$ cat src/rtl/param_stack_pkg.sv
// Shared definitions for the parametrised LIFO stack.
//   stack_op_e     : the single operation selected on each clock edge
//   stack_cw       : count width needed to hold 0..depth
//   stack_status_t : flag bundle for controllers that group status bits
//   decode_op      : priority decode of push/pop/flush into one operation
package stack_pkg;

  typedef enum logic [2:0] {
    OP_NOP,
    OP_PUSH,
    OP_POP,
    OP_REPLACE,
    OP_FLUSH
  } stack_op_e;

  typedef struct packed {
    logic full;
    logic empty;
    logic ovf;
    logic udf;
  } stack_status_t;

  // The count must represent DEPTH itself, hence depth+1 values.
  function automatic int stack_cw(input int depth);
    return $clog2(depth + 1);
  endfunction

  // Flush wins over everything; push+pop on a non-empty stack is a replace,
  // on an empty stack it degenerates to a plain push. Refusals (push when
  // full, pop when empty) are resolved by the caller from OP_PUSH/OP_POP.
  function automatic stack_op_e decode_op(input logic push, input logic pop,
                                          input logic flush, input logic nonempty);
    if (flush)                      return OP_FLUSH;
    else if (push && pop && nonempty) return OP_REPLACE;
    else if (push)                  return OP_PUSH;
    else if (pop)                   return OP_POP;
    else                            return OP_NOP;
  endfunction

endpackage

$ cat src/rtl/param_stack_if.sv
// Command/status bundle of the stack.
//   push/pop/flush/din         : operation request for the next clock edge
//   top/count/full/empty       : current stack state (zero latency)
//   ovf/udf                    : one-cycle pulses after a refused push/pop
// Handshake: there is no valid/ready; every clock edge performs exactly one
// operation chosen from push/pop/flush, and refusals are reported by the
// ovf/udf pulses rather than by back-pressure.
interface param_stack_if import stack_pkg::*; #(
  parameter int WIDTH = 2,
  parameter int DEPTH = 256
);
  localparam int CW = stack_cw(DEPTH);

  logic             push;
  logic             pop;
  logic             flush;
  logic [WIDTH-1:0] din;
  logic [WIDTH-1:0] top;
  logic [CW-1:0]    count;
  logic             full;
  logic             empty;
  logic             ovf;
  logic             udf;

  modport master (
    output push, pop, flush, din,
    input  top, count, full, empty, ovf, udf
  );

  modport slave (
    input  push, pop, flush, din,
    output top, count, full, empty, ovf, udf
  );

endinterface

$ cat src/rtl/param_stack_mem.sv
// Storage array for the stack: WIDTH x DEPTH, one synchronous write port
// and one asynchronous read port. Contents are not reset.
//   clk   : rising-edge clock
//   we    : write enable
//   waddr : write address (always < DEPTH)
//   wdata : write data
//   raddr : read address (always < DEPTH)
//   rdata : combinational read data
module stack_mem #(
  parameter int WIDTH = 2,
  parameter int DEPTH = 256,
  parameter int AW    = 8
) (
  input  logic             clk,
  input  logic             we,
  input  logic [AW-1:0]    waddr,
  input  logic [WIDTH-1:0] wdata,
  input  logic [AW-1:0]    raddr,
  output logic [WIDTH-1:0] rdata
);

  logic [WIDTH-1:0] mem [DEPTH];

  always_ff @(posedge clk) begin
    if (we) mem[waddr] <= wdata;
  end

  assign rdata = mem[raddr];

endmodule

$ cat src/rtl/param_stack.sv
// Parametrised LIFO stack with replace-top, flush, occupancy count and
// one-cycle overflow/underflow pulses. Entry count-1 is the top.
//   clk  : rising-edge clock
//   rst  : synchronous active-high reset (count=0, flags cleared)
//   bus  : param_stack_if slave (push/pop/flush/din in; top/count/full/
//          empty/ovf/udf out)
module param_stack import stack_pkg::*; #(
  parameter int WIDTH = 2,
  parameter int DEPTH = 256
) (
  input  logic          clk,
  input  logic          rst,
  param_stack_if.slave  bus
);

  localparam int CW = stack_cw(DEPTH);
  localparam int AW = (DEPTH > 1) ? $clog2(DEPTH) : 1;

  logic [CW-1:0]    count_q, count_d;
  logic             ovf_q, ovf_d;
  logic             udf_q, udf_d;
  logic             full, empty;
  stack_op_e        op;
  stack_status_t    status;

  logic             we;
  logic [AW-1:0]    waddr;
  logic [AW-1:0]    raddr;
  logic [WIDTH-1:0] rdata;

  assign full  = (count_q == CW'(DEPTH));
  assign empty = (count_q == '0);
  assign op    = decode_op(bus.push, bus.pop, bus.flush, !empty);

  always_comb begin
    count_d = count_q;
    ovf_d   = 1'b0;
    udf_d   = 1'b0;
    we      = 1'b0;
    waddr   = AW'(count_q);
    unique case (op)
      OP_FLUSH: count_d = '0;
      OP_REPLACE: begin
        we    = 1'b1;
        waddr = AW'(count_q - CW'(1));
      end
      OP_PUSH: begin
        if (full) begin
          ovf_d = 1'b1;
        end else begin
          we      = 1'b1;
          count_d = count_q + CW'(1);
        end
      end
      OP_POP: begin
        if (empty) udf_d = 1'b1;
        else       count_d = count_q - CW'(1);
      end
      default: ;
    endcase
  end

  always_ff @(posedge clk) begin
    if (rst) begin
      count_q <= '0;
      ovf_q   <= 1'b0;
      udf_q   <= 1'b0;
    end else begin
      count_q <= count_d;
      ovf_q   <= ovf_d;
      udf_q   <= udf_d;
    end
  end

  // Read address is only meaningful when non-empty; top is forced to 0
  // otherwise so unwritten (X) memory never reaches the output.
  assign raddr = empty ? '0 : AW'(count_q - CW'(1));

  stack_mem #(
    .WIDTH (WIDTH),
    .DEPTH (DEPTH),
    .AW    (AW)
  ) u_mem (
    .clk   (clk),
    .we    (we && !rst),
    .waddr (waddr),
    .wdata (bus.din),
    .raddr (raddr),
    .rdata (rdata)
  );

  assign status = '{full: full, empty: empty, ovf: ovf_q, udf: udf_q};

  assign bus.top   = empty ? '0 : rdata;
  assign bus.count = count_q;
  assign bus.full  = status.full;
  assign bus.empty = status.empty;
  assign bus.ovf   = status.ovf;
  assign bus.udf   = status.udf;

endmodule

$ cat src/flat_wrapper.sv
// flat-port wrapper written by rule: the top's interface ports become plain ports
module param_stack_flat import stack_pkg::*;
#(
  parameter int WIDTH = 2,
  parameter int DEPTH = 256
)
  (clk, rst, bus_push, bus_pop, bus_flush, bus_din, bus_top, bus_count, bus_full, bus_empty, bus_ovf, bus_udf);
  param_stack_if #(.WIDTH(WIDTH), .DEPTH(DEPTH)) bus_i ();
  input  logic clk;
  input  logic rst;
  input wire logic [$bits(bus_i.push)-1:0] bus_push;
  input wire logic [$bits(bus_i.pop)-1:0] bus_pop;
  input wire logic [$bits(bus_i.flush)-1:0] bus_flush;
  input wire logic [$bits(bus_i.din)-1:0] bus_din;
  output wire logic [$bits(bus_i.top)-1:0] bus_top;
  output wire logic [$bits(bus_i.count)-1:0] bus_count;
  output wire logic [$bits(bus_i.full)-1:0] bus_full;
  output wire logic [$bits(bus_i.empty)-1:0] bus_empty;
  output wire logic [$bits(bus_i.ovf)-1:0] bus_ovf;
  output wire logic [$bits(bus_i.udf)-1:0] bus_udf;
  assign bus_i.push = bus_push;
  assign bus_i.pop = bus_pop;
  assign bus_i.flush = bus_flush;
  assign bus_i.din = bus_din;
  assign bus_top = bus_i.top;
  assign bus_count = bus_i.count;
  assign bus_full = bus_i.full;
  assign bus_empty = bus_i.empty;
  assign bus_ovf = bus_i.ovf;
  assign bus_udf = bus_i.udf;
  param_stack #(.WIDTH(WIDTH), .DEPTH(DEPTH)) u_core (.clk(clk), .rst(rst), .bus(bus_i));
endmodule
$ cat config.mk
export PLATFORM = sky130hd
export DESIGN_NAME = param_stack_flat
export DESIGN_NICKNAME = d
export VERILOG_FILES = /design/src/rtl/param_stack_pkg.sv /design/src/rtl/param_stack_if.sv /design/src/rtl/param_stack_mem.sv /design/src/rtl/param_stack.sv /design/src/flat_wrapper.sv
export SDC_FILE = /design/constraint.sdc
export NUM_CORES = 1
export LEC_CHECK = 0
export CORE_ASPECT_RATIO = 0.5
export CORE_MARGIN = 2
export CORE_UTILIZATION = 60
export CTS_CLUSTER_SIZE = 10
export DETAILED_ROUTE_END_ITERATION = 10
export GPL_TIMING_DRIVEN = 0
export PLACE_DENSITY = 0.76
export SLEW_MARGIN = 20
export SYNTH_ARGS = -nofsm -noshare
export SYNTH_HDL_FRONTEND = slang
export SYNTH_HIERARCHICAL = 1
export SYNTH_SLANG_ARGS = --single-unit
$ cat constraint.sdc
create_clock -name clk -period 4.79 [get_ports clk]
set_clock_uncertainty 0.05 [all_clocks]
set_input_delay 0.479 -clock clk [delete_from_list [all_inputs] [get_ports clk]]
set_output_delay 0.479 -clock clk [all_outputs]
set_load 0.01 [all_outputs]
==> flow_metrics.tcl, run 1 <==
set metrics [dict create \
    place_hpwl_um 41790 \
    start_kind "register" \
    tightest_slew_ns 1.218 \
    min_period_ns 4.831 \
    start_util 0.6058 \
    layout-drive-gt1-share 0.2142 \
    worstReg2RegStart "u_core/bus.count[0]" \
    place_congestion 0.9338 \
    r2r_end "u_core/u_mem/mem[210][1]" \
    ant_nets 0 \
    syn_nets 1399 \
    routedWlPerCell_um 31.98 \
    cts_buffers 58 \
    startpoint "u_core/bus.count[1]" \
    synthCells 1390 \
    finalSetupViolations 1 \
    routed_via_density 7.064 \
    final_max_slew_viol_count 0 \
    grt-ovfl-total 0 \
    power_leakage_nw 8.043 \
    finalCritPeriodShare 1.009 \
    worstSetupEndpoint "bus_top[1]" \
    synth_area_per_cell_sq_um 16.20 \
    clock-sinks 523 \
    hp-class "in2reg" \
    place_ws_ns -1.409 \
    final_common_cell "edfxtp_1" \
    netlist_top_cells_area "edfxtp_1, mux4_2, nor2_1" \
    grt_pass1_wl_um 91440 \
    report.final.hold_viol_count 0 \
    grtUsageTotal 0.3277 \
    setup_slack_ns -0.04136 \
    hold-worst-slack_ns 0.2792 \
    grt_pass1_vias 13750 \
    drc 0 \
    htreeDepth 2 \
    rrSetupSlack_ns 0.07 \
    path_cells "inv_2 > ha_4 > nor4b_4 > nand2_2 > clkinv_4 > nor2_1 > buf_2 > nor2b_1 > clkbuf_1 > clkbuf_4 > a211oi_1 > o31ai_1 > o22ai_2 > a311oi_2 > and2_1 > dlygate4sd2_1" \
    clk_pin_slew_worst_paths_ns 0.06 \
    status "finished with violations" \
    end_kind "primary output" \
    async_flop_share 0 \
    antenna_found_initial 1 \
    cts_max_path_buffers 3 \
    die_y_um 141.0 \
    grt_max_degree 151 \
    p_per_area_nw_per_um2 478.6 \
    rows 50 \
    critPathTopFamily "buffers and inverters" \
    rsz0062_at_grt "yes" \
    crit_arrival_ns 4.30 \
    synth_seq_cells 523 \
    fmax_mhz 207.0 \
    layout_common_cells "edfxtp_1, nor2_1, mux4_2" \
    cp_max_fo 10 \
    synthFlopType "edfxtp_1" \
    multiInputGateArea_sq_um 6480 \
    portBuffers 20 \
    drt_pass1_iterations 5 \
    ys_types 77 \
    relSlewSlack 0.1883 \
    cap_violations 0 \
    crit_cells 16 \
    synth_top_area_frac 0.6829 \
    synth_edf_count 512 \
    die_w_um 277.9 \
    fill_cells 2338 \
    ir_drop_mv 0.3092 \
    violations "setup timing" \
    nNetsFinal 1520 \
    syn-cell-area_sq_um 22510 \
    insertion_delay_ns 0.59 \
    root_buffer "clkbuf_16" \
    critPathBufInv 6 \
    whs_path_depth 4 \
    cp.required_ns 4.26 \
    dr.first_iter.drc_count 2431 \
    critPathKind "reg2out" \
    tritoncts "done" \
    yosysWarnings 6 \
    yosys.area.top_type "edfxtp_1" \
    critical-path-max-stage-delay_ns 0.44 \
    ff2ff_path_depth 13 \
    regArea_sq_um 15600 \
    synth_seq_area_share 0.6927 \
    diodes 0 \
    cts_hold_buf 0 \
    area_growth_pct 14.69 \
    cpMaxStageDelayCell "clkbuf_4" \
    fp.dieArea_sq_um 39180 \
    io-pin-count 22 \
    wirelength_um 64470 \
    core-area_sq_um 37160 \
    via_count 14240 \
]
## flip-flops by register name, summed over array words and instances, names as in the netlist
register / count
u_core/bus.udf: 1
u_core/bus.ovf: 1
u_core/bus.count: 9
u_core/u_mem/mem: 512
## worst min-delay path by stage
stage,slack (ns),endpoint,start
after floorplan,0.51,u_core/bus.ovf,bus_pop
after global placement,0.59,u_core/bus.count[1],u_core/bus.count[1]
after detailed placement,0.58,u_core/bus.count[1],u_core/bus.count[1]
after CTS,0.26,u_core/bus.count[2],bus_push
after global routing,0.28,u_core/bus.ovf,bus_push
final,0.28,u_core/bus.count[2],bus_push
## synth_stat cells (3+ instances only)
| master | count |
|---|---|
| o211ai_1 | 5 |
| a211oi_1 | 15 |
| dfxtp_1 | 11 |
| inv_1 | 8 |
| nor3_1 | 8 |
| mux4_2 | 82 |
| xnor2_1 | 6 |
| a2111oi_0 | 6 |
| a22oi_1 | 6 |
| o221ai_1 | 16 |
| o21ai_1 | 8 |
| inv_2 | 3 |
| nand2_1 | 39 |
| xor2_1 | 5 |
| a31oi_1 | 4 |
| nand2b_1 | 7 |
| buf_6 | 15 |
| nor2b_1 | 13 |
| o31ai_1 | 6 |
| clkbuf_1 | 56 |
| buf_4 | 3 |
| a21oi_1 | 17 |
| o22ai_1 | 7 |
| o21ai_0 | 19 |
| buf_2 | 10 |
| buf_12 | 8 |
| a221oi_1 | 7 |
| or3_1 | 3 |
| mux2_2 | 9 |
| mux2i_1 | 62 |
| nand4_1 | 11 |
| nor2_1 | 284 |
| mux4_1 | 20 |
| and2_1 | 5 |
| a22o_1 | 8 |
| nand3_1 | 31 |
| edfxtp_1 | 512 |
## cell type report
cell class | count | share of cell area
well taps | 494 | 0.02394
flip-flops and latches | 523 | 0.6043
clock inverters | 5 | 0.002568
multi-input cells | 757 | 0.2510
repair buffers | 61 | 0.02689
inverters | 11 | 0.001890
plain buffers | 99 | 0.03208
clock buffers | 66 | 0.05738
## stage by stage
step | power [mW] | cell area [sq um] | cells | TNS, ns | utilization
6_report | 12.36 | 25820 | 2016 | -0.04136 | 0.6948
4_1_cts | 11.99 | 25400 | 1992 | 0 | 0.6834
3_5_place_dp | 7.949 | 23400 | 1906 | -2.980 | 0.6296
5_1_grt | 12.62 | 25820 | 2016 | -0.1423 | 0.6948
2_1_floorplan | 6.916 | 22510 | 1390 | 0 | -
3_3_place_gp | 7.951 | 23330 | 1904 | -1514.59 | 0.6278
## power by group
part           leakage (nW)  internal (mW)  switching (mW)  total [mW]
sequential             4.69           5.03         0.00911        5.04
combinational          2.60           1.47            2.02        3.50
clock                 0.749           2.15            1.67        3.82
## metal layers
layer  global-route usage  up-vias  routed length (um)
met5                    0        -                   0
met4               0.1044        0                2162
met3               0.1031      169               10670
met2               0.4624     1209               27550
met1               0.4918     7179               24090
li1                     -     5684                   -
## logic make-up (layout without fill, tap and decap cells)
kind of cell	after synthesis	count (layout)	share of synthesized area
fa+ha+maj	2	2	0.001111
flops	523	523	0.6927
simple gates	423	423	0.08237
buf+inv	110	242	0.03190
compound gates	147	147	0.04946
mux	173	173	0.1374
xor+xnor	12	12	0.005002
## tightest hold or removal path, delay by kind of cell
| family | cells | cell delay, ns |
|---|---|---|
| buffers and inverters | 1 | 0.12 |
| and+or+nand+nor | 2 | 0.19 |
| AOI/OAI and AO/OA | 1 | 0.09 |
## what timing repair did
| item | CTS | global route |
|---|---|---|
| resized for setup | 85 | 61 |
| setup buffers | 15 | 22 |
| setup endpoints to repair | 16 | 89 |
| gates cloned | 0 | 2 |
| pin swaps | 6 | 14 |
Power figures use the tool's default switching activity.
==> inputs of run 2 (changes only) <==
--- a/config.mk
+++ b/config.mk
@@ -7,7 +7,7 @@
 export LEC_CHECK = 0
 export CORE_ASPECT_RATIO = 0.5
 export CORE_MARGIN = 2
-export CORE_UTILIZATION = 60
+export CORE_UTILIZATION = 57
 export CTS_CLUSTER_SIZE = 10
 export DETAILED_ROUTE_END_ITERATION = 10
 export GPL_TIMING_DRIVEN = 0
==> constraint.sdc (replaced) <==
create_clock -name clk -period 4.2 [get_ports clk]
set_clock_uncertainty 0.05 [all_clocks]
set_input_delay 0.42 -clock clk [delete_from_list [all_inputs] [get_ports clk]]
set_output_delay 0.42 -clock clk [all_outputs]
set_load 0.01 [all_outputs]
==> run 2 against run 1 <==
Against the previous run:
- the run still ends with setup timing left
- flip-flop and latch count did not move
- sequential share of layout area down 1.5 points
- clock-buffer cell count grew 2
- cell count rose by 3.8%
- worst setup slack got worse by 0.23 ns
- final area up 2.6%
- critical path depth grew 3
- first-iteration DRC count up 0.21%
- via count is 2.5% higher
- critical endpoint is now bus_top[0]
- largest power group unchanged
==> flow_metrics.tcl, run 2 (same netlist as run 1, synthesis figures left out) <==
set metrics [dict create \
    grt_pass1_vias 14100 \
    final_util 0.6807 \
    grt_max_degree 153 \
    p_per_area_nw_per_um2 545.9 \
    whs_path_depth 1 \
    place_congestion 0.9403 \
    clock-sinks 523 \
    critPathBufInv 9 \
    r2r_end "u_core/u_mem/mem[77][1]" \
    path_cells "buf_6 > nor4_4 > nand2_2 > clkinv_4 > nor2_4 > buf_4 > buf_12 > buf_16 > buf_12 > buf_4 > buf_4 > mux2i_1 > o221ai_1 > a211oi_1 > o21ai_1 > a31oi_1 > a211oi_2 > and2_4 > buf_6" \
    area_growth_pct 17.69 \
    placed_cell_area_sq_um 23500 \
    io-pin-count 22 \
    wirelength_um 66240 \
    violations "setup timing" \
    fp.dieArea_sq_um 41200 \
    crit_arrival_ns 4.00 \
    rows 51 \
    grt_pass1_wl_um 95040 \
    root_buffer "clkbuf_16" \
    ant_nets 0 \
    routed_via_density 6.979 \
    power_leakage_nw 8.357 \
    power.total_mw 14.46 \
    cts_max_path_buffers 3 \
    tritoncts "done" \
    die_w_um 285.1 \
    die_y_um 144.5 \
    place_hpwl_um 42560 \
    stdcell_area_sq_um 26500 \
    insertion_delay_ns 0.59 \
    final_max_slew_viol_count 0 \
    min_period_ns 4.471 \
    setup_slack_ns -0.2708 \
    ff2ff_path_depth 12 \
    hp-start "bus_din[0]" \
    status "finished with violations" \
    critPathKind "reg2out" \
    dr.first_iter.drc_count 2436 \
    clk_pin_slew_worst_paths_ns 0.06 \
    crit_cells 19 \
    largest_reg_flops 512 \
    start_util 0.5784 \
    finalSetupViolations 2 \
    fmax_mhz 223.7 \
    finalCritPeriodShare 1.064 \
    drc 0 \
    hp-class "in2reg" \
    layout_common_cells "edfxtp_1, nor2_1, mux4_2" \
    cap_violations 0 \
    antenna_found_initial 0 \
    cp.required_ns 3.73 \
    drt_pass1_iterations 5 \
    htreeDepth 2 \
    core-area_sq_um 38920 \
    rsz0062_at_grt "yes" \
    layout-drive-gt1-share 0.2601 \
    cts_buffers 58 \
    place_inst 1944 \
    cpMostUsedCell "buf_4" \
    hold-worst-slack_ns 0.2266 \
    end_kind "primary output" \
    start_kind "register" \
    fin_cells 2092 \
    relSlewSlack 0.5261 \
    whs_endpoint "u_core/u_mem/mem[222][0]" \
    place_ws_ns -1.931 \
    tightest_slew_ns 0.7109 \
    cpMaxStageDelayCell "nor4_4" \
    nNetsFinal 1560 \
    ir_drop_mv 0.3600 \
    via_count 14600 \
    portBuffers 20 \
    grtUsageTotal 0.3249 \
    critical-path-max-stage-delay_ns 0.36 \
    cp_max_fo 10 \
    routedWlPerCell_um 31.66 \
    top_register "u_core/u_mem/mem" \
    grt-ovfl-total 0 \
    rrSetupSlack_ns 0.06 \
    critPathTopFamily "buffers and inverters" \
    worstReg2RegStart "u_core/bus.count[0]" \
    totalNegativeSetupSlack_ns -0.4883 \
    final_common_cell "edfxtp_1" \
    report.final.hold_viol_count 0 \
]
==> run 2: changes by cell type in the layout (fill, tap and decap cells not counted), sizes merged, moves of 2 or more <==
cell / before / now
buf: 82 / 135
dlygate4sd2: 2 / 0
bufbuf: 0 / 2
clkbuf: 125 / 113
==> run 2: layout make-up <==
cell class,count,area (sq um)
sequential,523,15610
fill,2438,12430
multi-input combinational,757,6564
clock buffer,68,1489
timing repair buffer,103,1155
buffer,97,938.4
tap,530,663.1
inverter,11,53.80
clock inverter,2,25.02
antenna,1,2.502
==> run 2: where the power goes <==
group	switching [mW]	internal (mW)
sequential	0.0110	5.74
clock	1.87	2.45
combinational	2.45	1.95
==> run 2: worst register-to-register path, delay by kind of cell (launching register included) <==
family | cells | cell delay (ns)
buffers and inverters | 3 | 0.59
AND/OR/NAND/NOR | 6 | 1.85
AO/OA/AOI/OAI | 1 | 0.30
adder cells (fa/ha/maj) | 1 | 0.16
XOR/XNOR | 1 | 0.50
flip-flops | 1 | 0.37
==> run 2: how the worst max path moves through the flow <==
stage                        start                 endpoint  slack, ns
2_1_floorplan  u_core/bus.count[0]               bus_top[1]       0.54
3_5_place_dp   u_core/bus.count[0]               bus_top[0]      -1.93
4_1_cts        u_core/bus.count[1]               bus_top[0]      -0.14
6_report       u_core/bus.count[5]               bus_top[0]      -0.27
5_1_grt        u_core/bus.count[0]               bus_top[0]      -0.31
3_3_place_gp            bus_din[0]  u_core/u_mem/mem[48][0]      -3.51
==> run 2: timing repair <==
action | in CTS | in global routing
buffers inserted | 51 | 24
pin swaps | 34 | 28
endpoints found under the hold margin | 2 | 0
cloned | 5 | 0
endpoints found under the setup margin | 419 | 350
gates resized for setup | 178 | 62
hold buffers | 1 | 0
==> run 2: per-layer routing <==
metal / up-vias / routed length [um] / global-route usage
met2: 1267 / 28570 / 0.4752
met1: 7379 / 24410 / 0.4556
met3: 187 / 10970 / 0.1188
li1: 5768 / - / -
met5: - / 0 / 0
met4: 0 / 2282 / 0.1083
